`config.mk`:
```
export PLATFORM = sky130hd
export DESIGN_NAME = vx_onehot_decoder_pipe
export DESIGN_NICKNAME = d
export VERILOG_FILES = /design/src/rtl/vx_onehot_decoder_pipe.sv
export SDC_FILE = /design/constraint.sdc
export NUM_CORES = 1
export LEC_CHECK = 0
export ABC_AREA = 1
export CORE_AREA = 2 2 39 41
export DETAILED_ROUTE_END_ITERATION = 8
export DIE_AREA = 0 0 41 43
export HOLD_SLACK_MARGIN = 0.12
export SYNTH_ARGS = -nofsm -noshare
export SYNTH_HDL_FRONTEND = slang
export SYNTH_SLANG_ARGS = --single-unit
```
`constraint.sdc`:
```
create_clock -name clk -period 1 [get_ports clk]
set_input_delay 0.15 -clock clk [delete_from_list [all_inputs] [get_ports clk]]
set_output_delay 0.15 -clock clk [all_outputs]
set_load 0.05 [all_outputs]
```
`src/rtl/vx_onehot_decoder_pipe.sv`:
```
// vx_onehot_decoder_pipe: registered binary-index to one-hot decoder
// with valid/ready flow control and a sticky out-of-range error flag.
// Ports: clk, reset_n (async, active-low); valid_in/index_in/tag_in/
// ready_in input stream; valid_out/onehot_out/tag_out/ready_out output
// stream; error_out sticky out-of-range flag.
// Option: define ONEHOT_DEC_SKID_EN for a two-entry elastic stage with
// a registered ready_in (no ready_out -> ready_in combinational path).
module vx_onehot_decoder_pipe #(
  parameter int N       = 4,
  parameter int REVERSE = 0,
  parameter int TAG_W   = 1,
  parameter int LN      = (N > 1) ? $clog2(N) : 1
) (
  input  logic             clk,
  input  logic             reset_n,
  input  logic             valid_in,
  input  logic [LN-1:0]    index_in,
  input  logic [TAG_W-1:0] tag_in,
  output logic             ready_in,
  output logic             valid_out,
  output logic [N-1:0]     onehot_out,
  output logic [TAG_W-1:0] tag_out,
  input  logic             ready_out,
  output logic             error_out
);

  typedef enum logic [1:0] {
    EMPTY,
    FULL,
    SKID
  } st_e;

  localparam logic [LN:0] N_LIM = (LN+1)'(N);

  st_e              st;
  logic [N-1:0]     dec;
  logic [N-1:0]     oh_q;
  logic [TAG_W-1:0] tag_q;
  logic             err_q;
  logic             in_ok;
  logic             in_fire;
  logic             push;

  always_comb begin
    dec = '0;
    for (int k = 0; k < N; k++) begin
      if (REVERSE == 0)
        dec[k] = (index_in == LN'(k));
      else
        dec[k] = (index_in == LN'(N - 1 - k));
    end
  end

  assign in_ok   = {1'b0, index_in} < N_LIM;
  assign in_fire = valid_in && ready_in;
  // Out-of-range beats complete the handshake but are never stored.
  assign push    = in_fire && in_ok;

`ifdef ONEHOT_DEC_SKID_EN
  logic [N-1:0]     sk_oh;
  logic [TAG_W-1:0] sk_tag;
  logic             rdy_q;

  // rdy_q mirrors "skid empty" as its own flop.
  assign ready_in = rdy_q;

  always_ff @(posedge clk or negedge reset_n) begin
    if (!reset_n) begin
      st     <= EMPTY;
      oh_q   <= '0;
      tag_q  <= '0;
      sk_oh  <= '0;
      sk_tag <= '0;
      rdy_q  <= 1'b1;
    end else begin
      unique case (st)
        EMPTY: begin
          if (push) begin
            oh_q  <= dec;
            tag_q <= tag_in;
            st    <= FULL;
          end
        end
        FULL: begin
          if (push && !ready_out) begin
            sk_oh  <= dec;
            sk_tag <= tag_in;
            rdy_q  <= 1'b0;
            st     <= SKID;
          end else if (push) begin
            oh_q  <= dec;
            tag_q <= tag_in;
          end else if (ready_out) begin
            st <= EMPTY;
          end
        end
        SKID: begin
          if (ready_out) begin
            oh_q  <= sk_oh;
            tag_q <= sk_tag;
            rdy_q <= 1'b1;
            st    <= FULL;
          end
        end
        default: begin
          st    <= EMPTY;
          rdy_q <= 1'b1;
        end
      endcase
    end
  end
`else
  assign ready_in = reset_n && ((st == EMPTY) || ready_out);

  always_ff @(posedge clk or negedge reset_n) begin
    if (!reset_n) begin
      st    <= EMPTY;
      oh_q  <= '0;
      tag_q <= '0;
    end else begin
      if (push) begin
        oh_q  <= dec;
        tag_q <= tag_in;
        st    <= FULL;
      end else if ((st != EMPTY) && ready_out) begin
        st <= EMPTY;
      end
    end
  end
`endif

  always_ff @(posedge clk or negedge reset_n) begin
    if (!reset_n)
      err_q <= 1'b0;
    else if (in_fire && !in_ok)
      err_q <= 1'b1;
  end

  assign valid_out  = (st != EMPTY);
  assign onehot_out = oh_q;
  assign tag_out    = tag_q;
  assign error_out  = err_q;

endmodule

```
Yosys cells after proc, flatten, opt, wreduce, memory -nomap -nowiden:

Cells that the tools add are included.

* add/subtract/negate cells: 0
* multiply operators: 0
* divide/modulo/power cells: 0
* $lt $le $gt $ge: 0
* equal/unequal tests: 3
* shift operators: 0
* muxes and demuxes: 2
* bitwise operators: 0
* reduce and logical (&&, ||, !) cells: 8

Operators with widths (count)
* equality test 2 bit (second input constant): 2
* zero test 2 bit: 2
* 2-to-1 mux 2 bit: 2
* nonzero test 2 bit: 2
* logical AND 1 bit: 3
* equality test 2 x 1 -> 1 bit (second input constant): 1
* logical OR 1 bit: 1

* bits in registers: 7
* latch bits: 0
* RAM bits: 0
* memory bits (read-only): 0
* bits of input ports: 7
* output and inout bits: 8
* logic and storage cells: 16
* memories: 0

Longest topological paths before layout:

* depth in word-level cells: 5
* depth in mapped cells: 5
* mapped depth without buffers: 5

Least setup slack after synthesis:

OpenSTA, ideal clock, no wires.

* path type: reg2out
* from: register st[0]
* to: output port ready_in
* arrival time: 1.785 ns
* data required time: 0.850 ns
* setup slack: -0.935 ns
* cell stages (with the launch flop): 2
* path buffers: 0
* path through: dfrtp_1 a21boi_0

* cells in the longest elaborated chain, start to end: 3

Ends and longest elaborated chain
* from (decl): RTL line 35 `st_e st;`
* from (signal assigned): RTL line 117 `st <= EMPTY;`
* from (signal assigned): RTL line 124 `st <= FULL;`
* from (signal assigned): RTL line 126 `st <= EMPTY;`
* zero test 2 bit: RTL line 113 `assign ready_in = reset_n && ((st == EMPTY) || ready_out);`
* logical OR 1 bit: RTL line 113
* logical AND 1 bit: RTL line 113
* to (decl): RTL line 19 `output logic ready_in,`

No other way between the ends.

Worst setup path after layout:

* from: input port ready_out
* to: output port ready_in

* cells in the longest elaborated chain, start to end: 2

Ends and longest elaborated chain
* from (decl): RTL line 23 `input logic ready_out,`
* logical OR 1 bit: RTL line 113
* logical AND 1 bit: RTL line 113

No other way between the ends.

==> flow_summary.toml <==
[run_status]
outcome = "complete, but fails checks"
violations = "negative setup slack"

[grt]
antenna_found_initial = 0
grt_pass1_vias = 294
overflow = 0
met1_usage_pct = 15.1
grt-busiest-layer = "met1"
track_usage_pct = 11.3
grt_pass1_wl_mm = 1.29
use_met2_pct = 14.7
grt_max_degree = 7
grtUsageMet3_pct = 3.66

[cts]
clk_latency_ps = 250
numCtsBuffers = 3
h-tree-depth = 1
root_buffer = "clkbuf_4"
cts_tree = "yes"
clockBufferDepth = 2
cts_sinks = 6
path_clk_slew_ps = 60

[floorplanning]
core_mm2 = 0.00138
rows = 14
start_util_pct = 20.8
die_area_mm2 = 0.00176
die_h_um = 43
ios = 15
die_x_um = 41

[synth]
yosysSeqAreaShare_pct = 52.2
avgSynthCellArea_um2 = 8.22
synthAdderAreaFrac_pct = 0
postSynthCellCount = 35
syn_nets = 42
ys_seq_elements = 6
synth-simple-area-share_pct = 36.1
synth-compound-area-share_pct = 2.61
yosys.cell_types.count = 10
synth_xor_xnor_area_share_pct = 0
yosysWarnings = 0
synth_top_family_by_area = "simple AND/OR/NAND/NOR gates"
synthMuxAreaShare_pct = 0
syn_area_um2 = 288

[layout]
fin_cells = 76
fill_cells = 134
drive_gt1_share_pct = 36.7
n_antenna_cell = 0
area_growth_pct = 120
fin_nets = 68

[setup_path]
cp_data_arrival_time_ps = 990
worst-path-max-fanout = 2
worst-setup-path-type = "in2out"
startpoint_type = "input port"
cp_data_required_time_ps = 850
worstSetupEndpointType = "primary output"

[timing]
min_period_over_period_pct = 114
skew_ps = 6.70
drv_slew = 0
finalHoldViolCount = 0
rsz0062_at_grt = "true"
layout_setup_ws_ps = -137
fmax_ghz = 0.879
finalSetupViolations = 7
period_needed_ps = 1140

[power_and_ir_drop]
p_leak_uw = 0.000321
power_density_mw_per_mm2 = 1550
p_total_uw = 983
irDropWorstVdd_mv = 0.651

[routing]
wirelength_um = 780
viasPerCell = 4.05
antenna_left = 0
drc_errors = 0
wire_per_inst_um = 10.3
drtIter0Drc = 2
drtPass1Iterations = 4
via_count = 308

[placed_design]
post-dp-hpwl_um = 544
io_buffers = 13
gp_congestion = 0.778
dp_cells = 68

[worst_hold_path]
hp-class = "in2reg"

[job]
maxCapViolCount = 0
-- where the power goes --
part	leakage, uW	total [uW]	internal, uW	switching (uW)
clock	0.0000150	255	152	103
combinational	0.000230	417	211	207
sequential	0.0000758	311	275	35.7
-- sequential cells by signal (all words and copies together) (netlist names) --
register	count
tag_out	1
onehot_out	4
st	1
-- layout by cell type, fill, tap and decap left out --
| cell | netlist | layout |
|---|---|---|
| nor2_1 | 3 | 3 |
| a21boi_4 | 0 | 1 |
| nand4_1 | 5 | 5 |
| nand3_4 | 0 | 1 |
| buf_12 | 0 | 8 |
| buf_4 | 1 | 5 |
| dlygate4sd2_1 | 0 | 1 |
| clkbuf_4 | 0 | 3 |
| buf_6 | 0 | 1 |
| inv_1 | 4 | 3 |
| clkbuf_1 | 0 | 1 |
| clkdlybuf4s50_1 | 0 | 5 |
| inv_2 | 0 | 1 |
| dlygate4sd3_1 | 0 | 2 |
| nand2_1 | 12 | 12 |
| dfrtp_2 | 0 | 1 |
| nand2_2 | 1 | 1 |
| dfrtp_1 | 6 | 5 |
| conb_1 | 1 | 1 |
-- final cells by class --
type / count / area, um2 / area share, %
Tap cell: 16 / 20.0 / 3.16
Sequential cell: 6 / 151 / 23.9
Multi-Input combinational cell: 24 / 134 / 21.1
Timing Repair Buffer: 22 / 288 / 45.4
Inverter: 4 / 15.0 / 2.37
Clock buffer: 4 / 26.3 / 4.14
-- what timing repair did --
| action | in CTS | in global routing |
|---|---|---|
| endpoints found under the hold margin | 6 | 0 |
| resized for setup | 4 | 0 |
| endpoints found under the setup margin | 2 | 9 |
| buffers inserted | 2 | 0 |
| hold buffers | 2 | 0 |
-- through the flow --
stage               TNS, ps  utilization (%)  worst slack [ps]  instance area (um2)  hold slack (ps)
global placement      -1200             40.7              -195                  563              463
global route           -858             45.8              -173                  634              504
finish                 -420             45.8              -137                  634              457
floorplan              -225                -             -45.1                  300             -146
detailed placement    -1210             40.7              -200                  563              467
CTS                    -517             45.8              -145                  634              459
-- cells by family (layout without fill, tap and decap cells) --
logic type,after synthesis,in the layout
compound gates,1,1
buf+inv,5,30
flops,6,6
other cells,1,1
simple gates,22,22
-- metal layers --
metal  share of wire [%]  up-vias
li1                    -      162
met1                  47      138
met2                  49        8
met3                 3.6        0
met4                   0        0
met5                   0        -
-- worst paths after layout --
kind                                             end  cells past startpoint                       from  slack (ps)
max in group asynchronous  onehot_out[0]$_DFFE_PN0P_                      3                    reset_n         190
max reg2reg                onehot_out[2]$_DFFE_PN0P_                      5          st[0]$_DFFE_PN0P_         -40
min                                st[0]$_DFFE_PN0P_                      4                    reset_n         460
min reg2reg                onehot_out[0]$_DFFE_PN0P_                      2  onehot_out[0]$_DFFE_PN0P_         540
min in group asynchronous          st[0]$_DFFE_PN0P_                      3                    reset_n         490
max                                         ready_in                      4                  ready_out        -140
-- cells in the mapped netlist (all sizes together) --
library cell / number / area (um2)
a21boi: 1 / 7.51
buf: 1 / 7.51
conb: 1 / 3.75
dfrtp: 6 / 150
inv: 4 / 15.0
nand2: 13 / 51.3
nand3: 1 / 10.0
nand4: 5 / 31.3
nor2: 3 / 11.3
-- worst max-delay path: stages --
cell             delay (ps)
clkdlybuf4s50_1         470
inv_2                    60
a21boi_4                160
buf_12                  150
(Power assumes the default switching activity.)
